==> src/rtl/psg_bus_master.sv <==
// psg_bus_master: queued command initiator for the PSG BDIR/BC register bus.
// Read support is compiled in when PSG_BUS_READ_EN is defined; otherwise every command is a write.
module psg_bus_master #(
  parameter int DEPTH     = 4,
  parameter int PHASE_CYC = 2,
  parameter int GAP_CYC   = 1
) (
  input  logic       CLK,
  input  logic       RESET_n,
  input  logic       cmd_valid,
  output logic       cmd_ready,
  input  logic       cmd_rd,
  input  logic [7:0] cmd_addr,
  input  logic [7:0] cmd_data,
  output logic       rsp_valid,
  output logic [7:0] rsp_data,
  output logic       BDIR,
  output logic       BC,
  output logic [7:0] DO,
  input  logic [7:0] DI,
  output logic       busy
);

  localparam int AW    = $clog2(DEPTH);
  localparam int CNT_W = AW + 1;
  localparam int MAXC  = (PHASE_CYC > GAP_CYC) ? PHASE_CYC : GAP_CYC;
  localparam int CW    = $clog2(MAXC + 1);

  localparam logic [CW-1:0]    PH_LOAD  = CW'(PHASE_CYC - 1);
  localparam logic [CW-1:0]    GAP_LOAD = CW'((GAP_CYC > 0) ? GAP_CYC - 1 : 0);
  localparam logic [CNT_W-1:0] FULL     = CNT_W'(DEPTH);

  typedef struct packed {
    logic       rd;
    logic [7:0] addr;
    logic [7:0] data;
  } cmd_t;

  typedef enum logic [2:0] {S_IDLE, S_ADDR, S_WRITE, S_READ, S_GAP} state_t;

  cmd_t             mem [DEPTH];
  cmd_t             head;
  cmd_t             cur;
  cmd_t             sel;
  logic [AW-1:0]    wr_ptr;
  logic [AW-1:0]    rd_ptr;
  logic [CNT_W-1:0] count;
  logic [CNT_W-1:0] count_next;
  state_t           state;
  state_t           data_st;
  logic [9:0]       data_bus;
  logic [CW-1:0]    cnt;
  logic [7:0]       last_addr;
  logic             last_valid;
  logic             push;
  logic             pop;
  logic             fsm_to_idle;

  assign push = cmd_valid && cmd_ready;
  assign pop  = (state == S_IDLE) && (count != '0);
  assign head = mem[rd_ptr];

  always_comb begin
    count_next = count;
    if (push && !pop)
      count_next = count + 1'b1;
    else if (pop && !push)
      count_next = count - 1'b1;
  end

  // The data phase is taken from the FIFO head when skipping the address
  // phase straight out of IDLE, and from the latched command after ADDR.
  always_comb begin
    sel      = (state == S_IDLE) ? head : cur;
    data_st  = S_WRITE;
    data_bus = {2'b10, sel.data};
`ifdef PSG_BUS_READ_EN
    if (sel.rd) begin
      data_st  = S_READ;
      data_bus = {2'b01, 8'h00};
    end
`endif
  end

`ifndef PSG_BUS_READ_EN
  logic unused_bits;
  assign unused_bits = ^{sel.rd, DI};
`endif

  always_comb begin
    fsm_to_idle = 1'b0;
    case (state)
      S_IDLE:          fsm_to_idle = !pop;
      S_WRITE, S_READ: fsm_to_idle = (cnt == '0) && (GAP_CYC == 0);
      S_GAP:           fsm_to_idle = (cnt == '0);
      default:         fsm_to_idle = 1'b0;
    endcase
  end

  // NOTE: the storage array is deliberately not reset; an entry is only read
  // after it was written, and the pointers/count that qualify it are reset.
  always_ff @(posedge CLK) begin
    if (push)
      mem[wr_ptr] <= '{rd: cmd_rd, addr: cmd_addr, data: cmd_data};
  end

  always_ff @(posedge CLK) begin
    if (!RESET_n) begin
      state      <= S_IDLE;
      cnt        <= '0;
      cur        <= '0;
      last_addr  <= '0;
      last_valid <= 1'b0;
      wr_ptr     <= '0;
      rd_ptr     <= '0;
      count      <= '0;
      cmd_ready  <= 1'b1;
      busy       <= 1'b0;
      BDIR       <= 1'b0;
      BC         <= 1'b0;
      DO         <= 8'h00;
      rsp_valid  <= 1'b0;
      rsp_data   <= 8'h00;
    end else begin
      rsp_valid <= 1'b0;
      if (push) wr_ptr <= wr_ptr + 1'b1;
      if (pop)  rd_ptr <= rd_ptr + 1'b1;
      count     <= count_next;
      cmd_ready <= (count_next != FULL);
      busy      <= (count_next != '0) || !fsm_to_idle;

      case (state)
        S_IDLE: begin
          if (pop) begin
            cur <= head;
            cnt <= PH_LOAD;
            if (last_valid && head.addr == last_addr) begin
              state          <= data_st;
              {BDIR, BC, DO} <= data_bus;
            end else begin
              state          <= S_ADDR;
              {BDIR, BC, DO} <= {2'b11, head.addr};
            end
          end else begin
            {BDIR, BC, DO} <= '0;
          end
        end
        S_ADDR: begin
          if (cnt == '0) begin
            last_addr      <= cur.addr;
            last_valid     <= 1'b1;
            cnt            <= PH_LOAD;
            state          <= data_st;
            {BDIR, BC, DO} <= data_bus;
          end else begin
            cnt <= cnt - 1'b1;
          end
        end
        S_WRITE, S_READ: begin
          if (cnt == '0) begin
`ifdef PSG_BUS_READ_EN
            if (state == S_READ) begin
              rsp_valid <= 1'b1;
              rsp_data  <= DI;
            end
`endif
            {BDIR, BC, DO} <= '0;
            if (GAP_CYC > 0) begin
              state <= S_GAP;
              cnt   <= GAP_LOAD;
            end else begin
              state <= S_IDLE;
            end
          end else begin
            cnt <= cnt - 1'b1;
          end
        end
        S_GAP: begin
          if (cnt == '0)
            state <= S_IDLE;
          else
            cnt <= cnt - 1'b1;
        end
        default: begin
          state          <= S_IDLE;
          {BDIR, BC, DO} <= '0;
        end
      endcase
    end
  end

endmodule

==> config.mk <==
export PLATFORM = sky130hd
export DESIGN_NAME = psg_bus_master
export DESIGN_NICKNAME = d
export VERILOG_FILES = /design/src/rtl/psg_bus_master.sv
export SDC_FILE = /design/constraint.sdc
export NUM_CORES = 1
export LEC_CHECK = 0
export BUFFER_PORTS_ARGS = -buffer_cell sky130_fd_sc_hd__buf_2
export CORE_MARGIN = 3
export CORE_UTILIZATION = 45
export DETAILED_ROUTE_END_ITERATION = 8
export SLEW_MARGIN = 20
export SYNTH_ARGS = -nofsm -noshare
export SYNTH_HDL_FRONTEND = slang
export SYNTH_SLANG_ARGS = --single-unit
==> constraint.sdc <==
create_clock -name CLK -period 3 [get_ports CLK]
set_input_delay 0 -clock CLK [delete_from_list [all_inputs] [get_ports CLK]]
set_output_delay 0 -clock CLK [all_outputs]
set_load 0.03 [all_outputs]
==> metrics <==
post-route ant nets 0; Final setup viols 0; HPWL Detailed 6110 um; Worst setup EP type flop; root buffer cell clkbuf_8; max-slew violation count 0; Main synth FF type edfxtp_1; core area 10,400 um^2; minimum clock period 2670 ps; worst-path fanout max 9; PwrDens 1030 nW/um^2; Hold Path Origin cmd_addr[1]; #FFs+latches synth 115; # DRC 0; worst slew pin tran 955 ps; Ys Warns 0; share of layout cells above drive strength 1 19.5%; CTS sink count 115; Async SR Flop Fraction 0%; vias in the first global route 3,058; Worst-Skew Late Latency 510 ps; largest net degree at the start of global routing 41; Arr. time, crit path 3100 ps; Worst Hold End mem[1][9]; row count 37; Setup Buffers After CTS 0; Clock Path Buffers 2; GRT Total Usage 17.7%; r2r setup slk 330 ps; 1st-iter DRT viols 145; htree depth 4; Req. time, crit path 3430 ps; antenna cells 0; filler instances 861; R2R Path End state[1]; setup TNS 0 ps; Reg clk slew, reported paths 60 ps; post-synthesis sequential area ratio 60.6%; R2R depth 5; type of origin of the critical path flop; chip height 110 um; Distinct cells, synth 52; DR vias/cell 5.23; worst vdd ir 0.000434 V; GP Congestion 0.774; Starting Density 46.6%; Post-CTS Hold Fix Bufs 18; gr ovfl total 0; initial antenna violation count 0; Final Routed Wirelength 9640 um; Final Non-Filler Cells 593; TritonCTS clock tree built; Max Cap Violations 0; leakage power 2.14 nW; Post-synth EDFFs 64; fin crit share 89.0%; final net count 482; pre-CTS worst setup slack 293 ps; DRT Pass-1 Iters 4; Hold Path Class input pin to flop; WS Path Type flop to flop; Hold Fails Final Rpt 0; first-pass GRT wire length 15,900 um; status finished clean; port bufs 30; Netlist Area Pre-Place 4860 um^2; Fmax achieved 374 MHz; post-CTS sizing 0; drt wl/cell 16.2 um; RSZ-0062 raised after global routing no; io pins 49; Mapped Cells 390; PnR worst setup slack 330 ps; Die Wd 110 um; cts bufs inserted 17; DIE AREA 12,100 um^2; hold depth 2; synthesis-to-layout area growth 21.3%; slew margin rel. 36.3%; Inst Count DP 543; mean post-synth cell area 12.5 um^2; detailed-route via count 3,102; total power 6.09 mW; clock skew 6.70 ps
[layer usage]
layer / routed length, um / vias up / global-route usage, %
li1: - / 1525 / -
met1: 4390 / 1511 / 23.0
met2: 4820 / 60 / 28.8
met3: 347 / 6 / 4.82
met4: 86 / 0 / 5.70
met5: 0 / - / 0
[through the flow]
step / cell area, um^2 / util, % / hold WS (ps)
floorplan: 4890 / - / 98.9
global placement: 5120 / 49.2 / 213
detailed placement: 5120 / 49.2 / 215
CTS: 5890 / 56.6 / 213
global route: 5890 / 56.6 / 239
finish: 5890 / 56.6 / 236
[critical path, cell delays in order (launching register included)]
cell,delay [ps]
dfxtp_1,670
mux4_1,730
xnor2_1,180
nand4_1,250
or4_1,550
a221oi_2,210
[logic make-up (layout without fill, tap and decap cells)]
group                      after synthesis  in the layout  synth area share, %
AOI/OAI and AO/OA                       64             64                 8.71
xor gates and xnor gates                11             11                 2.14
adders and majority gates               10             10                 2.58
buffers and inverters                   42            101                 4.20
DFF                                    115            115                 60.6
muxes                                   33             33                 11.0
other                                    1              9               0.0772
and+or+nand+nor                        114            114                 10.7
[layout make-up]
class / count / area (um^2) / area share (%)
multi-input cells: 241 / 1750 / 29.6
clock inverters: 15 / 171 / 2.91
flip-flops and latches: 115 / 2940 / 50.0
clock buffers: 17 / 414 / 7.03
well taps: 136 / 170 / 2.89
repair buffers: 58 / 405 / 6.88
inverters: 11 / 41.3 / 0.701
[synth_stat cells (2+ instances only)]
cell type / count / share of area, %
a211oi_1: 2 / 0.31
a21oi_1: 24 / 2.5
a22oi_1: 7 / 1.1
and2_1: 3 / 0.39
and3_1: 5 / 0.64
buf_2: 4 / 0.41
buf_4: 9 / 1.4
clkbuf_1: 16 / 1.2
dfxtp_1: 51 / 21
edfxtp_1: 64 / 40
ha_1: 10 / 2.6
inv_1: 11 / 0.85
mux2_2: 2 / 0.46
mux2i_1: 16 / 3.3
mux4_1: 3 / 1.6
mux4_2: 12 / 5.6
nand2_1: 52 / 4.0
nand2b_1: 3 / 0.39
nand3_1: 9 / 0.93
nand3b_1: 2 / 0.31
nor2_1: 23 / 1.8
nor3_1: 3 / 0.31
nor4_1: 2 / 0.26
o211ai_1: 12 / 1.9
o21ai_0: 6 / 0.62
or3_1: 3 / 0.39
or4_1: 3 / 0.46
xnor2_1: 9 / 1.6
[sequential cells by signal, summed over array words and instances (netlist names), named ones only]
| signal | flops |
|---|---|
| BC | 1 |
| BDIR | 1 |
| DO | 8 |
| busy | 1 |
| cmd_ready | 1 |
| cnt | 2 |
| count | 3 |
| cur | 16 |
| last_addr | 8 |
| last_valid | 1 |
| mem | 64 |
| rd_ptr | 2 |
| state | 3 |
| wr_ptr | 2 |
[power breakdown]
| group | internal [mW] | total, mW | switching [mW] | leakage, nW |
|---|---|---|---|---|
| logic | 0.753 | 1.88 | 1.12 | 0.857 |
| registers | 2.01 | 2.25 | 0.238 | 1.00 |
| clock network | 1.20 | 1.96 | 0.760 | 0.282 |
| total | 3.97 | 6.09 | 2.12 | 2.14 |
[placed cells by master (no fill, tap or decap), drive strengths merged, types with 4 or more instances in the layout]
cell type / count
dfxtp: 51
a21oi: 24
buf: 40
nand3: 9
xnor2: 10
o211ai: 12
a22oi: 7
and3: 5
edfxtp: 64
mux2i: 16
dlygate4sd3: 18
ha: 10
conb: 9
mux4: 15
clkinv: 4
clkbuf: 17
nand2: 52
nor2: 23
inv: 18
o21ai: 7
[worst max path at each step]
stage / start / end / cells past startpoint
global route: flop / state[1] / 5
finish: flop / state[1] / 5
global placement: flop / state[1] / 5
detailed placement: flop / state[1] / 5
CTS: flop / state[1] / 5
floorplan: flop / state[1] / 6
No activity file was read; power rests on OpenSTA's default activity.
